File: config.mk
export PLATFORM = sky130hd
export DESIGN_NAME = mul_seq_arb
export DESIGN_NICKNAME = d
export VERILOG_FILES = /design/src/rtl/mul_seq_arb.sv
export SDC_FILE = /design/constraint.sdc
export NUM_CORES = 1
export LEC_CHECK = 0
export ABC_AREA = 1
export BUFFER_PORTS_ARGS = -buffer_cell sky130_fd_sc_hd__buf_4
export CORE_AREA = 2 2 118 120
export CTS_CLUSTER_DIAMETER = 80
export CTS_CLUSTER_SIZE = 12
export DETAILED_ROUTE_END_ITERATION = 8
export DIE_AREA = 0 0 120 122
export PLACE_DENSITY = 0.72
export SLEW_MARGIN = 40
export SYNTH_ARGS = -nofsm -noshare
export SYNTH_HDL_FRONTEND = slang
export SYNTH_SLANG_ARGS = --single-unit
File: constraint.sdc
create_clock -name clk -period 3.8 [get_ports clk]
set_clock_uncertainty 0.05 [all_clocks]
set_input_delay 0.95 -clock clk [delete_from_list [all_inputs] [get_ports clk]]
set_output_delay 0.95 -clock clk [all_outputs]
set_load 0.01 [all_outputs]
File: src/rtl/mul_seq_arb.sv
// rtl/mul_seq_arb.sv - two-port round-robin front end for a shared shift-add multiplier
// Define MUL_SEQ_EARLY_TERM_EN to stop after the bit-length of the multiplier instead of 32 steps.
module mul_seq_arb (
  input  logic        clk,
  input  logic        rst_n,
  input  logic        r0_valid,
  input  logic        r1_valid,
  input  logic [31:0] r0_a,
  input  logic [31:0] r0_b,
  input  logic [31:0] r1_a,
  input  logic [31:0] r1_b,
  input  logic        r0_hi,
  input  logic        r1_hi,
  output logic        r0_ready,
  output logic        r1_ready,
  input  logic        flush,
  output logic        dp_load,
  output logic        dp_step,
  output logic [31:0] dp_a,
  output logic [31:0] dp_b,
  input  logic [63:0] dp_product,
  output logic        done,
  output logic        done_id,
  output logic [31:0] result,
  output logic        busy
);

  typedef enum logic [1:0] {S_IDLE, S_LOAD, S_RUN, S_DONE} state_t;

  state_t      r_state, w_next;
  logic        r_prio, r_owner, r_hi, r_done_id;
  logic [31:0] r_a, r_b, r_result;
  logic [5:0]  r_cnt, w_n;
  logic        w_idle, w_g0, w_g1, w_accept, w_done, w_last_step;
  logic [31:0] w_sel;

  // r_prio names the port that wins when both request at once
  assign w_idle   = (r_state == S_IDLE);
  assign w_g0     = w_idle & ~flush & rst_n & r0_valid & (~r1_valid | ~r_prio);
  assign w_g1     = w_idle & ~flush & rst_n & r1_valid & (~r0_valid |  r_prio);
  assign w_accept = w_g0 | w_g1;

`ifdef MUL_SEQ_EARLY_TERM_EN
  always_comb begin
    w_n = 6'd1;
    for (int i = 0; i < 32; i++) begin
      if (r_a[i]) w_n = 6'(i + 1);
    end
  end
`else
  assign w_n = 6'd32;
`endif

  assign w_last_step = (r_cnt == (w_n - 6'd1));
  assign w_sel       = r_hi ? dp_product[63:32] : dp_product[31:0];
  assign w_done      = (r_state == S_DONE) & ~flush & rst_n;

  always_comb begin
    w_next = r_state;
    case (r_state)
      S_IDLE:  if (w_accept) w_next = S_LOAD;
      S_LOAD:  w_next = S_RUN;
      S_RUN:   if (w_last_step) w_next = S_DONE;
      S_DONE:  w_next = S_IDLE;
      default: w_next = S_IDLE;
    endcase
    if (flush && (r_state != S_IDLE)) w_next = S_IDLE;
  end

  always_ff @(posedge clk) begin
    if (!rst_n) begin
      r_state   <= S_IDLE;
      r_prio    <= 1'b0;
      r_owner   <= 1'b0;
      r_hi      <= 1'b0;
      r_a       <= 32'd0;
      r_b       <= 32'd0;
      r_cnt     <= 6'd0;
      r_result  <= 32'd0;
      r_done_id <= 1'b0;
    end else begin
      r_state <= w_next;
      if (w_accept) begin
        r_owner <= w_g1;
        r_prio  <= ~w_g1;
        r_a     <= w_g1 ? r1_a  : r0_a;
        r_b     <= w_g1 ? r1_b  : r0_b;
        r_hi    <= w_g1 ? r1_hi : r0_hi;
      end
      r_cnt <= (r_state == S_RUN) ? r_cnt + 6'd1 : 6'd0;
      if (w_done) begin
        r_result  <= w_sel;
        r_done_id <= r_owner;
      end
    end
  end

  assign r0_ready = w_g0;
  assign r1_ready = w_g1;
  assign dp_load  = (r_state == S_LOAD);
  assign dp_step  = (r_state == S_RUN);
  assign dp_a     = r_a;
  assign dp_b     = r_b;
  assign done     = w_done;
  assign done_id  = w_done ? r_owner : r_done_id;
  assign result   = w_done ? w_sel : r_result;
  assign busy     = ~w_idle;

endmodule

==> metrics.yaml <==
global_route:
  gr-total-overflow: 0
  grt_pass1_wl_um: 25650
  use_met1_pct: 25.36
  grt_max_degree: 70
  grtUsageMet2_pct: 37.82
  antenna_found_initial: 0
  grt_pass1_vias: 5153
  grt_usage_pct: 21.98
  grt.busiest_layer: "met2"
  grt_util_met3_pct: 8.380
run:
  cap_violations: 0
synthesis:
  synth_most_common_cell: "nand2_1"
  yosys-mux-area-fraction_pct: 6.989
  syn_nets: 907
  ys_seq_area_share_pct: 41.93
  synthTopCellsByCount: "nand2_1, dfxtp_1, nand3_1"
  synth_cell_types: 24
  synth_enable_flop_cells: 0
  ys_warn_count: 0
  synth-xor-area-share_pct: 0
  synthSimpleGateAreaFrac_pct: 27.20
  netlist_top_cells_area: "dfxtp_1, nand3_1, nand2_1"
  synth_top_family_by_area: "simple AND/OR/NAND/NOR gates"
  syn_area_mm2: 0.005156
  synth_cells: 702
  synth-main-ff-cell: "dfxtp_1"
  synthAdderAreaFrac_pct: 1.456
  synth.avg_cell_area_um2: 7.345
  async_flop_share_pct: 0
  yosys_register_bits: 108
  synth_area_leader_cell: "dfxtp_1"
  synth_compound_area_share_pct: 11.94
  yosys.area.top_type_share_pct: 41.93
pwr:
  combPwrFrac_pct: 26.8
  ir_drop_mv: 0.2209
  internal-power_uw: 2317
  power.clock.fraction_pct: 32.9
  powerDensity_mw_per_mm2: 406.5
  seqPwrFrac_pct: 40.3
  swShare_pct: 27.51
  p_leak_uw: 0.003997
  power.switching_uw: 879.3
worst_setup_path:
  path_class: "input port to output port"
  cp-start-kind: "input port"
  critPathRequiredTime_ps: 2800
  end_kind: "output port"
  crit_fanout: 34
  arrival_ps: 2110
sta:
  setup_ws_ps: 692.2
  setup_viol: 0
  timing.fmax_mhz: 321.8
  maxSlewViolCount: 0
  fin_crit_ps: 3108
  fin_setup_tns_ps: 0
  grt_setup_unrepaired: "false"
  maxSlewHeadroom_pct: 48.79
  final-hold-violation-count: 0
  worstMarginPinSlew_ps: 768.2
  period_share_pct: 81.78
cts:
  cts_made_buffers: 9
  htree_levels: 3
  clock_path_buffers: 2
  cts_sinks: 108
  path_clk_slew_ps: 70
  cts_resized: 0
  cts_setup_buffers: 0
  postCtsHoldBufs: 0
  cts_tree: "built"
  cts-root-buf: "clkbuf_16"
  worstSkewPairLatency_ps: 340
die:
  rows: 43
  io_pins: 302
  die_h_um: 122
  coreArea_mm2: 0.01350
  dieArea_mm2: 0.01464
  start_util_pct: 38.18
  die_w_um: 120
drt:
  drcViolationCount: 0
  wl_per_cell_um: 14.39
  firstDrtPassIters: 6
  drt-initial-drc-count: 266
  vias_per_cell: 4.872
  wl_um: 16710
  final_antenna_net_count: 0
  detailroute.via_count: 5656
layout:
  areaGrowthSynthToFinish_pct: 52.51
  drive_above_1_share_pct: 40.67
  layout.nets: 1181
  post-route-util_pct: 58.23
  instances_no_fill: 1161
  antennaDiodeCount: 0
placed_design:
  placed_cells: 1145
  pre_cts_ws_ps: 686.0
  gp_congestion: 0.8007
  port_buffers: 301
  hpwl_um: 12240
min_path:
  worstHoldPathType: "flip-flop to flip-flop"
run_status:
  outcome: "completed"
-- logic make-up (layout without fill, tap and decap cells) --
kind of cell	after synthesis	count (layout)
AOI/OAI and AO/OA	110	110
adders and majority gates	6	6
buffers and inverters	135	414
DFF	108	108
muxes	32	32
and+or+nand+nor	311	311
-- metal layers --
layer | up-vias | share of wire, %
li1 | 2837 | -
met1 | 2582 | 39
met2 | 214 | 49
met3 | 23 | 10
met4 | 0 | 1.9
met5 | - | 0
-- layout make-up --
class / instances / area [um2]
clock buffer: 12 / 236.5
clock inverter: 4 / 97.59
fill: 1339 / 5640
inverter: 86 / 324.1
multi-input combinational: 459 / 2464
sequential: 108 / 2162
tap: 180 / 225.2
timing repair buffer: 312 / 2355
-- metrics by stage --
stage | total power [uW] | cell area [um2] | hold WS, ps
4_1_cts | 3232 | 7864 | 406.3
5_1_grt | 3374 | 7864 | 425.9
3_5_place_dp | 2180 | 7530 | 391.0
2_1_floorplan | 1744 | 5156 | 367.5
3_3_place_gp | 2175 | 7530 | 381.3
6_report | 3196 | 7864 | 400.7
-- cell usage in the layout, fill, tap and decap left out, types with 3 or more instances in the layout --
| cell | n |
|---|---|
| bufinv_16 | 3 |
| nand3_1 | 103 |
| nand2_1 | 126 |
| clkbuf_16 | 9 |
| ha_1 | 6 |
| a31oi_1 | 47 |
| inv_1 | 84 |
| clkbuf_1 | 3 |
| nor2_1 | 40 |
| or2_2 | 33 |
| buf_4 | 311 |
| nand2_2 | 3 |
| dfxtp_1 | 108 |
| mux2_2 | 32 |
| o21ai_0 | 35 |
| a21oi_1 | 24 |
-- state kept, by name (all words and copies together), names as in the netlist --
| register | flops |
|---|---|
| dp_a | 32 |
| dp_b | 32 |
| r_result | 32 |
| r_cnt | 6 |
| r_state | 2 |
| r_done_id | 1 |
| r_hi | 1 |
| r_owner | 1 |
| r_prio | 1 |
-- worst paths after layout --
path | startpoint | to | slack, ps | depth (start not counted)
worst min-delay path | r_cnt[0] | r_cnt[0] | 400 | 1
worst max register to register | r_state[1] | dp_a[0] | 1190 | 8
worst min register to register | r_cnt[0] | r_cnt[0] | 400 | 1
worst max-delay path | flush | result[4] | 690 | 9
-- worst max-delay path, stage by stage --
cell	delay, ps
buf_4	100
inv_1	60
nand3_2	80
inv_1	40
buf_4	210
or2_2	290
o21ai_0	140
inv_1	80
buf_4	150
-- power by group through the flow --
stage / sequential [uW] / clock [uW] / combinational (uW)
3_3_place_gp: 1310 / 0 / 864
5_1_grt: 1300 / 1120 / 950
4_1_cts: 1290 / 1070 / 869
3_5_place_dp: 1310 / 0 / 866
6_report: 1290 / 1050 / 857
2_1_floorplan: 1340 / 0 / 406
No activity file was read; power rests on OpenSTA's default activity.
